==> src/rtl/cpu_pkg.sv <==
// Constants and the ROB entry layout shared by rename, execute and the reorder buffer.
package cpu_pkg;

    localparam int ARCH_W    = 5;
    localparam int PHYS_W    = 6;
    localparam int ROB_DEPTH = 16;
    localparam int ROB_TAG_W = 4;

    typedef struct packed {
        logic              valid;
        logic              done;
        logic              has_rd;
        logic [ARCH_W-1:0] ard;
        logic [PHYS_W-1:0] prd;
        logic [PHYS_W-1:0] old_prd;
    } rob_entry_t;

endpackage

==> src/rtl/reorder_buffer.sv <==
// In-order retirement buffer: circular queue of renamed instructions, completion by tag,
// at most one in-order retirement per cycle releasing the previous phys mapping.
module reorder_buffer
    import cpu_pkg::*;
#(
    parameter int DEPTH = ROB_DEPTH,
    parameter int TAG_W = ROB_TAG_W
) (
    input  logic              clk,
    input  logic              rst,
    input  logic              disp_valid,
    input  logic              disp_has_rd,
    input  logic [ARCH_W-1:0] disp_ard,
    input  logic [PHYS_W-1:0] disp_prd,
    input  logic [PHYS_W-1:0] disp_old_prd,
    output logic              disp_ready,
    output logic [TAG_W-1:0]  disp_tag,
    input  logic              cmpl_valid,
    input  logic [TAG_W-1:0]  cmpl_tag,
    output logic              ret_valid,
    output logic              ret_has_rd,
    output logic [ARCH_W-1:0] ret_ard,
    output logic [PHYS_W-1:0] ret_prd,
    output logic [PHYS_W-1:0] ret_old_prd,
    output logic              rob_empty
);

    localparam logic [TAG_W:0] DEPTH_C = (TAG_W+1)'(DEPTH);

    rob_entry_t          r_rob [DEPTH];
    logic [TAG_W-1:0]    r_head;
    logic [TAG_W-1:0]    r_tail;
    logic [TAG_W:0]      r_count;
    logic                r_ret_valid;
    logic                r_ret_has_rd;
    logic [ARCH_W-1:0]   r_ret_ard;
    logic [PHYS_W-1:0]   r_ret_prd;
    logic [PHYS_W-1:0]   r_ret_old_prd;

    logic                w_acc_disp;
    logic                w_retire;
    logic                w_cmpl_hit;

    // Dispatch handshake: a transfer happens on a rising edge where disp_valid and
    // disp_ready are both high; disp_ready depends only on registered state, so a
    // retire in the same cycle never opens a slot for that cycle's dispatch.
    assign disp_ready = (r_count < DEPTH_C);
    assign disp_tag   = r_tail;
    assign rob_empty  = (r_count == '0);
    assign w_acc_disp = disp_valid & disp_ready;
    assign w_retire   = r_rob[r_head].valid & r_rob[r_head].done;
    assign w_cmpl_hit = cmpl_valid & r_rob[cmpl_tag].valid & ~r_rob[cmpl_tag].done;

    always_ff @(posedge clk or negedge rst) begin
        if (!rst) begin
            r_head  <= '0;
            r_tail  <= '0;
            r_count <= '0;
            for (int i = 0; i < DEPTH; i++) begin
                r_rob[i] <= '0;
            end
        end else begin
            if (w_acc_disp) begin
                r_rob[r_tail] <= '{valid: 1'b1, done: 1'b0, has_rd: disp_has_rd,
                                   ard: disp_ard, prd: disp_prd, old_prd: disp_old_prd};
                r_tail <= r_tail + 1'b1;
            end
            // A completing tag cannot equal the tail slot being written: that slot is invalid.
            if (w_cmpl_hit) begin
                r_rob[cmpl_tag].done <= 1'b1;
            end
            if (w_retire) begin
                r_rob[r_head].valid <= 1'b0;
                r_head <= r_head + 1'b1;
            end
            case ({w_acc_disp, w_retire})
                2'b10:   r_count <= r_count + 1'b1;
                2'b01:   r_count <= r_count - 1'b1;
                default: r_count <= r_count;
            endcase
        end
    end

    always_ff @(posedge clk or negedge rst) begin
        if (!rst) begin
            r_ret_valid   <= 1'b0;
            r_ret_has_rd  <= 1'b0;
            r_ret_ard     <= '0;
            r_ret_prd     <= '0;
            r_ret_old_prd <= '0;
        end else begin
            r_ret_valid <= w_retire;
            if (w_retire) begin
                r_ret_has_rd  <= r_rob[r_head].has_rd;
                r_ret_ard     <= r_rob[r_head].ard;
                r_ret_prd     <= r_rob[r_head].prd;
                r_ret_old_prd <= r_rob[r_head].old_prd;
            end
        end
    end

    assign ret_valid   = r_ret_valid;
    assign ret_has_rd  = r_ret_has_rd;
    assign ret_ard     = r_ret_ard;
    assign ret_prd     = r_ret_prd;
    assign ret_old_prd = r_ret_old_prd;

endmodule
==> config.mk <==
export PLATFORM = sky130hd
export DESIGN_NAME = reorder_buffer
export DESIGN_NICKNAME = d
export VERILOG_FILES = /design/src/rtl/cpu_pkg.sv /design/src/rtl/reorder_buffer.sv
export SDC_FILE = /design/constraint.sdc
export NUM_CORES = 1
export LEC_CHECK = 0
export CORE_ASPECT_RATIO = 0.7
export CORE_UTILIZATION = 59
export DETAILED_ROUTE_END_ITERATION = 7
export PLACE_DENSITY = 0.77
export SYNTH_ARGS = -nofsm -noshare
export SYNTH_HDL_FRONTEND = slang
export SYNTH_SLANG_ARGS = --single-unit
==> constraint.sdc <==
create_clock -name clk -period 9.5 [get_ports clk]
set_input_delay 0.95 -clock clk [delete_from_list [all_inputs] [get_ports clk]]
set_output_delay 0.95 -clock clk [all_outputs]
set_load 0.05 [all_outputs]
==> key figures <==
Place
  – Pre-CTS setup slack: 5.74 ns
  – Port bufs: 50
  – HPWL after DPL: 21700 um
  – Placer congestion estimate: 0.951

Timing
  – FMAX: 267 MHz
  – Final period util: 0.394
  – Final Critical Period: 3.74 ns
  – Max Slew Vio Count: 0
  – Slew headroom: 0.279
  – RSZ-0062 raised after global routing: no
  – Final setup vio count: 0
  – Worst setup margin: 5.76 ns
  – Setup TNS: 0 ns
  – Layout Skew: 0.0115 ns
  – Tightest Pin Transition: 1.08 ns
  – Hold Vio Cnt, Final: 0

Setup path
  – Reg2Reg Setup Slack: 5.76 ns
  – Critical path's slowest cell: dfrtp_4
  – WS Path Type: register to register
  – CP max stage delay: 0.91 ns
  – Critical path capture point type: register
  – Worst Setup Start Kind: register
  – CP max FO: 43
  – Worst path required time: 9.94 ns
  – CP arrival: 4.18 ns
  – Crit path cell chain: buf_4 > nand2_1 > o22ai_1 > nor2_2 > inv_1 > ha_1 > xor2_1 > ha_1 > a21o_1 > nand2_1 > a21o_1 > a21oi_1 > xnor2_1

Layout
  – Final Util: 0.689
  – Reg area: 8820 um2
  – P&R area growth vs syn: 12.7%
  – Filler Cell Count: 1753
  – Nets: 1133
  – Area of the multi-input gates: 6680 um2
  – Layout cells sized above 1: 0.434

Detailed routing
  – Vias per cell: 6.37
  – WL met2: 16600 um
  – Final routed DRC violation total: 0
  – Remaining antenna violation count: 0
  – Max Used Layer: met4
  – Metal-1 WL: 16900 um
  – Drt first pass iters: 5
  – Total number of vias: 9416
  – Wire per inst: 25.0 um
  – Met3 Wirelength: 2940 um
  – 1st-iter DRT viols: 725
  – Final WL: 36900 um

Floorplanning
  – IO Pins: 51
  – Die height: 139 um
  – Die Width: 198 um
  – Die ar.: 27700 um2
  – Initial Utilization: 0.611
  – Core ar.: 26100 um2
  – Row Count: 49

Yosys
  – Cells after Synth: 1063
  – Async SR Flop Fraction: 1.00
  – Top post-synthesis cells by area: dfrtp_1 55%, mux2_2 22%, mux4_2 10%
  – Post-synth EDFFs: 0
  – Synth warnings: 0
  – Most frequent cell after synthesis: dfrtp_1
  – Syn Nets: 1100
  – Yosys cell types: 46
  – Synth area leader: dfrtp_1
  – Seq cells post-synth: 352
  – Post-synthesis sequential area ratio: 0.553
  – Synthesized area: 15900 um2
  – Synth Area per Inst: 15.0 um2
  – Most frequent cells after synthesis: 352 x dfrtp_1, 309 x mux2_2, 73 x mux4_2
  – Main flop type after synthesis: dfrtp_1
  – Yosys top cell area share: 0.553

Clock tree
  – Clk slew on worst S/H paths: 0.06 ns
  – CTS Root Cell: clkbuf_16
  – CTS Buffer Depth: 3
  – CTS tree: built
  – Resize count post-CTS: 0
  – Insertion delay to the later sink of the worst-skew pair: 0.52 ns
  – H-tree depth: 2
  – CTS Buf Count: 35
  – Post-CTS Setup Bufs: 0
  – Clock Sinks: 352
  – CTS Hold Buffers Added: 0

Global route
  – Vias in the first global route: 9760
  – Largest net degree at the start of global routing: 142
  – Antenna violations before repair: 1
  – Grt ovf: 0
  – First-pass GRT wire length: 58300 um
  – All-Layer GR Usage: 0.283

Power
  – P_leak: 8.49 nW
  – PwrDens: 168 nW/um2
  – Maximum vdd drop: 0.180 mV

Hold path
  – Min-Delay Path Class: register to register

Run
  – Max Cap Viol: 0

Status
  – Status: finished, final reports clean
[placed cells by master, fill, tap and decap left out, drive strengths merged, types with 19 or more instances in the layout]
cell           instances
mux2                 310
buf                   27
clkdlybuf4s50         49
a21oi                 19
dfrtp                352
nor2                  30
mux4                  76
inv                   25
nand2                 32
clkbuf                46
[through the flow]
stage,power [mW],area [um2],hold WS [ns],cells
6_report,3.01,17900,0.499,1479
5_1_grt,3.11,17900,0.509,1478
4_1_cts,3.04,17900,0.502,1478
3_5_place_dp,1.61,16700,0.488,1416
3_3_place_gp,1.61,16700,0.482,1416
2_1_floorplan,1.55,15900,0.463,1063
[per-layer routing]
| metal | global-route usage | up-vias |
|---|---|---|
| li1 | - | 4015 |
| met1 | 0.437 | 5027 |
| met2 | 0.403 | 326 |
| met3 | 0.0727 | 48 |
| met4 | 0.0636 | 0 |
| met5 | 0 | - |
[layout make-up]
cell class,instances,area share
clock buffer,46,0.0568
tap,357,0.0249
clock inverter,16,0.00990
inverter,25,0.00523
sequential,352,0.491
timing repair buffer,76,0.0397
antenna,1,0.000139
multi-input combinational,606,0.372
[logic make-up (layout without fill, tap and decap cells)]
kind of cell,count (synthesis),in the layout,share of synthesized area
flip-flops,352,352,0.553
XOR/XNOR,10,10,0.00550
AO/OA/AOI/OAI,97,97,0.0447
multiplexers,387,387,0.328
buffers and inverters,105,163,0.0293
other,0,1,0
AND/OR/NAND/NOR,101,101,0.0303
adder cells (fa/ha/maj),11,11,0.00865
[worst max-delay path, delay by kind of cell, from the launching register on]
| kind | cells | cell delay (ns) |
|---|---|---|
| simple gates | 3 | 0.26 |
| flops | 1 | 0.91 |
| compound gates | 4 | 0.70 |
| xor+xnor | 2 | 0.31 |
| fa+ha+maj | 2 | 0.55 |
| buf+inv | 2 | 0.89 |
[path summary, 6_finish.rpt]
kind / start / to / cells after the start
worst max-delay path: r_head[0]$_DFFE_PN0N_ / r_count[4]$_DFFE_PN0P_ / 13
worst min-delay path: register / register / 1
worst max register to register: r_head[0]$_DFFE_PN0N_ / r_count[4]$_DFFE_PN0P_ / 13
worst min register to register: register / register / 1
max in group asynchronous: rst / async pin / 2
min in group asynchronous: rst / async pin / 1
[power by group]
group / internal (mW) / leakage [nW] / switching (mW) / total (mW)
Clock: 0.843 / 0.588 / 0.586 / 1.43
Sequential: 1.50 / 4.83 / 0.00485 / 1.51
Combinational: 0.0167 / 3.07 / 0.0564 / 0.0731
Power figures use the tool's default switching activity.
